$ cat src/rtl/traffic_phase_timer.sv
// ---------------------------------------------------------------------------
// traffic_phase_timer
//
// Upstream timing stage for the traffic light FSM. It holds each light phase
// for a configurable number of prescaled ticks, then issues a one-cycle
// advance pulse that the light FSM uses as its step enable. The light FSM's
// one-hot output is fed back so the timer knows which phase it is timing and
// can detect an FSM that fails to step.
//
// Pedestrian requests are edge-detected and held pending. A pending request
// cuts a long GREEN down to MIN_GREEN ticks and is acknowledged when the next
// RED phase is loaded.
//
// Ports
//   clk        in   1    rising-edge clock
//   rst        in   1    asynchronous reset, active-high
//   light      in   3    current light from FSM: RED=100, GREEN=010, YELLOW=001
//   ped_req    in   1    pedestrian button level, rising edge registers a request
//   advance    out  1    one-cycle step pulse to the light FSM
//   ped_ack    out  1    one-cycle pulse when a pending request is served
//   remaining  out  CW   ticks left in the current phase
//   err        out  1    sticky: light did not change within WAIT_MAX cycles
// ---------------------------------------------------------------------------
module traffic_phase_timer #(
    parameter int PRESCALE     = 50,
    parameter int RED_TICKS    = 10,
    parameter int GREEN_TICKS  = 8,
    parameter int YELLOW_TICKS = 3,
    parameter int MIN_GREEN    = 3,
    parameter int WAIT_MAX     = 4,
    parameter int CW           = 16
) (
    input  logic          clk,
    input  logic          rst,
    input  logic [2:0]    light,
    input  logic          ped_req,
    output logic          advance,
    output logic          ped_ack,
    output logic [CW-1:0] remaining,
    output logic          err
);

    localparam int PW = $clog2(PRESCALE);
    localparam int WW = $clog2(WAIT_MAX + 1);

    localparam logic [PW-1:0] PRESC_LAST = PW'(PRESCALE - 1);
    localparam logic [WW-1:0] WAIT_LIMIT = WW'(WAIT_MAX);

    localparam logic [CW-1:0] RED_CNT       = CW'(RED_TICKS);
    localparam logic [CW-1:0] GREEN_CNT     = CW'(GREEN_TICKS);
    localparam logic [CW-1:0] YELLOW_CNT    = CW'(YELLOW_TICKS);
    localparam logic [CW-1:0] MIN_GREEN_CNT = CW'(MIN_GREEN);

    localparam logic [2:0] LIGHT_RED    = 3'b100;
    localparam logic [2:0] LIGHT_GREEN  = 3'b010;
    localparam logic [2:0] LIGHT_YELLOW = 3'b001;

    typedef enum logic [1:0] {
        ST_SYNC,
        ST_COUNT,
        ST_ADV,
        ST_WAIT
    } state_t;

    state_t        state_q, state_d;
    logic [PW-1:0] presc_q, presc_d;
    logic [CW-1:0] remaining_q, remaining_d;
    logic [2:0]    light_q, light_d;
    logic [WW-1:0] wait_q, wait_d;
    logic          pend_q, pend_d;
    logic          ped_req_q;
    logic          err_q, err_d;

    logic tick;
    logic shorten;
    logic load;
    logic serve;
    logic req_rise;

    // Phase length for the light being loaded. Anything that is not a clean
    // one-hot code is treated as RED so a glitching FSM fails safe.
    function automatic logic [CW-1:0] phaseTicks(input logic [2:0] code);
        case (code)
            LIGHT_RED:    phaseTicks = RED_CNT;
            LIGHT_GREEN:  phaseTicks = GREEN_CNT;
            LIGHT_YELLOW: phaseTicks = YELLOW_CNT;
            default:      phaseTicks = RED_CNT;
        endcase
    endfunction

    // State and datapath registers.
    always_ff @(posedge clk or posedge rst) begin
        if (rst) begin
            state_q     <= ST_SYNC;
            presc_q     <= '0;
            remaining_q <= '0;
            light_q     <= '0;
            wait_q      <= '0;
            pend_q      <= 1'b0;
            ped_req_q   <= 1'b0;
            err_q       <= 1'b0;
        end else begin
            state_q     <= state_d;
            presc_q     <= presc_d;
            remaining_q <= remaining_d;
            light_q     <= light_d;
            wait_q      <= wait_d;
            pend_q      <= pend_d;
            ped_req_q   <= ped_req;
            err_q       <= err_d;
        end
    end

    // Next-state logic. The prescaler only runs in COUNT, so it naturally sits
    // at zero in every other state (the final tick of a phase clears it).
    // A pending pedestrian request restarts the tick grid when it shortens
    // GREEN, and takes priority over a tick landing in the same cycle.
    always_comb begin
        state_d     = state_q;
        presc_d     = presc_q;
        remaining_d = remaining_q;
        light_d     = light_q;
        wait_d      = wait_q;
        err_d       = err_q;
        load        = 1'b0;

        tick     = (presc_q == PRESC_LAST);
        shorten  = pend_q && (light == LIGHT_GREEN) && (remaining_q > MIN_GREEN_CNT);
        req_rise = ped_req && !ped_req_q;

        case (state_q)
            ST_SYNC: begin
                load    = 1'b1;
                state_d = ST_COUNT;
            end
            ST_COUNT: begin
                if (shorten) begin
                    remaining_d = MIN_GREEN_CNT;
                    presc_d     = '0;
                end else if (tick) begin
                    presc_d     = '0;
                    remaining_d = remaining_q - CW'(1);
                    if (remaining_q == CW'(1)) begin
                        state_d = ST_ADV;
                    end
                end else begin
                    presc_d = presc_q + PW'(1);
                end
            end
            ST_ADV: begin
                wait_d  = '0;
                state_d = ST_WAIT;
            end
            ST_WAIT: begin
                if (light != light_q) begin
                    load    = 1'b1;
                    state_d = ST_COUNT;
                end else if ((wait_q + WW'(1)) == WAIT_LIMIT) begin
                    // The FSM never stepped: flag it, but keep timing so the
                    // intersection does not freeze.
                    err_d   = 1'b1;
                    load    = 1'b1;
                    state_d = ST_COUNT;
                end else begin
                    wait_d = wait_q + WW'(1);
                end
            end
            default: begin
                state_d = ST_SYNC;
            end
        endcase

        if (load) begin
            remaining_d = phaseTicks(light);
            presc_d     = '0;
            light_d     = light;
        end

        // A new button edge on the serving cycle must not be lost, so the set
        // is applied after the clear.
        serve  = load && (light == LIGHT_RED) && pend_q;
        pend_d = pend_q;
        if (serve) begin
            pend_d = 1'b0;
        end
        if (req_rise) begin
            pend_d = 1'b1;
        end
    end

    // Outputs.
    always_comb begin
        advance   = (state_q == ST_ADV);
        ped_ack   = serve;
        remaining = remaining_q;
        err       = err_q;
    end

endmodule

$ cat config.mk
export PLATFORM = sky130hd
export DESIGN_NAME = traffic_phase_timer
export DESIGN_NICKNAME = d
export VERILOG_FILES = /design/src/rtl/traffic_phase_timer.sv
export SDC_FILE = /design/constraint.sdc
export NUM_CORES = 1
export LEC_CHECK = 0
export CAP_MARGIN = 20
export CORE_MARGIN = 5
export CORE_UTILIZATION = 45
export CTS_BUF_LIST = sky130_fd_sc_hd__clkbuf_16
export DETAILED_ROUTE_END_ITERATION = 16
export PLACE_DENSITY = 0.73
export SYNTH_ARGS = -nofsm -noshare
export SYNTH_HDL_FRONTEND = slang
export SYNTH_SLANG_ARGS = --single-unit
export TNS_END_PERCENT = 30
$ cat constraint.sdc
create_clock -name clk -period 2.69 [get_ports clk]
set_input_delay 0.538 -clock clk [delete_from_list [all_inputs] [get_ports clk]]
set_output_delay 0.538 -clock clk [all_outputs]
set_load 0.01 [all_outputs]
## Word level (Yosys, flattened, before mapping)

Cells that the tools add are included.

| storage, ports and cells | value |
|---|---|
| input bits | 6 |
| register bits after elaboration | 33 |
| output and inout port bits | 19 |

| cells by class | value |
|---|---|
| reduce and logical (&&, ||, !) cells | 15 |
| bitwise logic cells | 1 |
| equal/unequal tests | 16 |
| mux-type cells | 23 |
| $lt $le $gt $ge | 1 |
| $add $sub $neg | 3 |

Operators by type and width:

| operator | number |
|---|---|
| $mux 16 | 4 |
| $mux 6 | 4 |
| $eq 16x1->1 const B | 1 |
| $gt 16x2->1 const B | 1 |
| $sub 16x1->16 const B | 1 |
| $mux 2 | 5 |
| $ne 2x2->1 const B | 5 |
| $pmux 2 s4 | 1 |
| $pmux 4 s2 | 1 |
| $add 6x1->6 const B | 1 |
| $eq 3x3->1 const B | 2 |
| $eq 6x6->1 const B | 1 |
| $mux 3 | 2 |
| $pmux 3 s2 | 1 |
| $reduce_and 3->1 | 2 |
| $reduce_bool 2->1 | 3 |
| $logic_and 1x1->1 | 5 |
| $eq 2x2->1 const B | 2 |
| $mux 1 | 4 |
| $reduce_and 4->1 | 1 |
| $add 3x1->3 const B | 1 |
| $eq 3x1->1 const B | 1 |
| $eq 3x2->1 const B | 1 |
| $ne 3x3->1 | 1 |
| other kinds (8) | 8 |

## Depth between registers and ports, before layout

| logic depth | value |
|---|---|
| word-level depth | 9 |
| gate-level depth with buffers | 8 |
| mapped depth without buffers | 7 |

## Worst setup path after synthesis

No wires, ideal clock.

| timing path | value |
|---|---|
| kind | register to output |
| start point | reg wait_q[0] |
| end point | out ped_ack |
| path slack | 0.335 ns |
| stages on the path, launching flop included | 8 |
| required time | 2.152 ns |
| buffers on the path | 1 |
| arrival | 1.817 ns |
| cells stage by stage | dfrtp_1 ha_1 xor2_1 a21oi_1 a21oi_1 clkbuf_1 nand3_1 nor2_1 |

| between the ends | value |
|---|---|
| word-level cells in the longest chain between the ends | 7 |

Ends and longest elaborated chain:

| item | RTL line | text |
|---|---|---|
| from (decl) | 69 | `logic [WW-1:0] wait_q, wait_d;` |
| from (signal assigned) | 107 | `wait_q <= wait_d;` |
| $add 3x1->3 | 158 | `end else if ((wait_q + WW'(1)) == WAIT_LIMIT) begin` |
| $eq 3x3->1 | 158 |  |
| $mux 1 | 158 |  |
| $mux 1 | 155 | `if (light != light_q) begin` |
| $pmux 1 s2 | 131 | `case (state_q)` |
| $logic_and 1x1->1 (2 in series) | 181 | `serve = load && (light == LIGHT_RED) && pend_q;` |
| to (decl) | 38 | `output logic ped_ack,` |

No other way between the ends.

## Worst setup path after layout

| timing path | value |
|---|---|
| start point | in light[0] |
| end point | out ped_ack |

| between the ends | value |
|---|---|
| word-level cells in the longest chain between the ends | 5 |
| elaborated cells on any way between the ends | 6 |
| classes of those cells | 2 x eq/ne; 2 x mux; 2 x reduce/logical |

Ends and longest elaborated chain:

| item | RTL line | text |
|---|---|---|
| from (decl) | 35 | `input logic [2:0] light,` |
| $ne 3x3->1 | 155 |  |
| $mux 1 | 155 |  |
| $pmux 1 s2 | 131 |  |
| $logic_and 1x1->1 (*) (2 in series) | 181 |  |

Mark *: on every way between the ends. The rest lies on a longest branch, timed or not.

==> reports/qor.csv <==
stage;metric;value;unit
status;status;completed;
logic_synthesis;synth.avg_cell_area;9.34;um2
final_layout;diodes;0;
logic_synthesis;ys_ff_latch;33;
worst_setup_path;end_kind;output pin;
worst_setup_path;startpoint;light[0];
die;die_y;77.3;um
clocking;root_buffer;clkbuf_16;
logic_synthesis;netlist_instances;218;
die;core_area;0.00438;mm2
placed_design;finalWeightedCongestion;0.817;
final_layout;drive_gt1_share;15.7;%
power_and_ir_drop;seq_power_share;32.9;%
hold_path;hp-class;reg2reg;
logic_synthesis;synth_flop_cell;dfrtp_1;
clocking;cts-hold-fix-buffers;0;
logic_synthesis;ys_seq_area_share;40.5;%
final_layout;fin_nets;278;
sta;slew_headroom;64.9;%
clocking;numCtsBuffers;5;
drt;drt-total-wl;4810;um
power_and_ir_drop;power.leakage;1.17;nW
clocking;htree_levels;2;
final_layout;finalInstanceArea;0.00262;mm2
drt;postRouteAntennaNets;0;
sta;final.period_utilization;95.6;%
power_and_ir_drop;power_density;808;mW/mm2
die;initial_core_util;46.5;%
global_routing;globalRouteTotalUtil;17.2;%
die;ios;25;
logic_synthesis;syn_nets;235;
logic_synthesis;synth.largest_area_cell;dfrtp_1;
worst_setup_path;crit_arrival;2030;ps
logic_synthesis;netlist_area;0.00204;mm2
logic_synthesis;synth_common_cells;dfrtp_1, a21oi_1, inv_1, nor2_1, nand2_1;
die;chipWidth;77.3;um
logic_synthesis;synth-edff-count;0;
power_and_ir_drop;power_frac_comb;42.6;%
clocking;insertion_delay;270;ps
final_layout;n_fill_cell;396;
drt;drt_drc_violations_left;0;
sta;clock-skew-final;3.18;ps
logic_synthesis;synth_cell_type_count;44;
global_routing;grt_pass1_wl;8310;um
power_and_ir_drop;power.internal;0.00135;W
worst_setup_path;crit_chain;clkdlybuf4s50_1 -> xor2_2 -> nor3_1 -> a21oi_1 -> nand3_1 -> nor2_1 -> dlygate4sd2_1;
logic_synthesis;synthArstFlopShare;100;%
hold_path;min_from;err;
final_layout;ff_latch_area;826;um2
logic_synthesis;netlist.area_leader.share;40.5;%
global_routing;grt_overflow_total;0;
final_layout;multi_input_area;0.00112;mm2
clocking;tritoncts;built;
power_and_ir_drop;p_clk_share;24.5;%
power_and_ir_drop;ir_drop;0.644;mV
sta;setup_tns;0;ps
global_routing;antenna_found_initial;0;
final_layout;final_util;59.8;%
sta;tightestPinTransition;522;ps
clocking;clock_sinks;33;
logic_synthesis;ys_warn_count;0;
drt;wl_per_cell;15.4;um
global_routing;first_global_vias;1804;
clocking;clkSlewWorstSetupHoldPaths;50;ps
worst_setup_path;critPathMaxStageDelay;550;ps
placed_design;portBuffers;24;
die;design.die.area;0.00597;mm2
final_layout;syn_to_final_growth;28.7;%
worst_setup_path;path_class;in2out;
power_and_ir_drop;power;0.00212;W
drt;drt_iter0_markers;148;
worst_setup_path;crit_path_max_fanout;2;
sta;timing.final.max_slew_violations;0;
power_and_ir_drop;p_sw;0.000772;W
placed_design;place_area;0.00247;mm2
logic_synthesis;synth_most_common_cell;dfrtp_1;
worst_setup_path;reg2reg_from;remaining[15];
hold_path;hold_depth;1;
die;rows;24;
worst_setup_path;crit_path_start_kind;input port;
sta;fin_crit;2570;ps
sta;fmax;0.389;GHz
worst_setup_path;cp_slowest_cell;clkdlybuf4s50_1;
drt;drt_first_pass_iters;4;
drt;viasPerCell;5.81;
flow_run;cap_viol_max_count;0;
sta;setup_viol;0;
power_and_ir_drop;sw_frac_of_total;36.5;%
drt;num_vias;1818;
placed_design;dp_hpwl;3370;um
global_routing;grt_max_degree;34;
logic_synthesis;synth_area_leaders;dfrtp_1, ha_1, a21oi_1;
sta;hold_viol_final;0;
clocking;cts.path.max_buffers;2;
worst_setup_path;r2r_cells;5;
sta;whs;474;ps
worst_setup_path;cp.required;2150;ps
[cell type report]
class,count,area share [%]
Clock buffer,5,4.77
Timing Repair Buffer,47,16.2
Multi-Input combinational cell,161,42.9
Clock inverter,2,0.286
Inverter,13,1.86
Sequential cell,33,31.5
Tap cell,52,2.48
[sequential cells by signal (all words and copies together) (netlist names)]
signal and count:
wait_q 3, ped_req_q 1, err 1, presc_q 6, light_q 3, remaining 16, pend_q 1, state_q 2
[layout by cell type, fill, tap and decap left out, types with 6 or more instances in the layout]
cell type / n
inv_1: 14
o21ai_0: 10
nand3_1: 10
clkdlybuf4s50_1: 23
dfrtp_1: 33
a21oi_1: 24
buf_4: 22
nor2_1: 13
nand2_1: 12
nand2b_1: 6
mux2_2: 6
ha_1: 11
nand3b_1: 6
xor2_1: 6
[power by group through the flow]
stage               Combinational (W)  Sequential (W)  Clock (W)
CTS                          0.000881        0.000694   0.000530
detailed placement           0.000877        0.000702          0
global placement             0.000862        0.000694          0
global route                  0.00101        0.000713   0.000551
floorplan                    0.000610        0.000688          0
finish                       0.000902        0.000697   0.000518
[cell families after synthesis]
logic type / after synthesis / share of synthesized area, %
XOR/XNOR: 8 / 3.44
AND/OR/NAND/NOR: 77 / 21.3
multiplexers: 8 / 4.30
AO/OA/AOI/OAI: 57 / 18.7
adder cells (fa/ha/maj): 11 / 6.76
flip-flops: 33 / 40.5
buffers and inverters: 24 / 4.98
[layer usage]
metal  track usage [%]  share of wire (%)  up-vias
met5                 0                  0        -
met4              6.01                1.8        0
met3              4.80                7.3        8
met2              27.8                 48       66
met1              21.9                 43      864
li1                  -                  -      880
[per-stage QoR]
step	setup WS (ps)	cells
global placement	-49.3	305
finish	119	313
floorplan	335	218
detailed placement	-142	305
global route	-42.3	313
CTS	99.7	312
[path summary, 6_finish.rpt]
| check | slack [ps] | end |
|---|---|---|
| worst min-delay path | 470 | err |
| worst max register to register | 140 | remaining[6] |
| worst max-delay path | 120 | ped_ack |
| max in group asynchronous | 1720 | presc_q[2] |
| worst min register to register | 470 | err |
| min in group asynchronous | 660 | err |
[critical path: cells and delay by family]
kind                   cells  cell delay (ps)
XOR/XNOR                   1              190
AND/OR/NAND/NOR            3              300
buffers and inverters      2              820
AO/OA/AOI/OAI              1              190
[what timing repair did]
item,CTS,global route
gates resized for setup,2,1
buffers inserted,0,1
pin swaps,2,1
endpoints found under the setup margin,1,1
endpoints found under the hold margin,0,0
(Power assumes the default switching activity.)
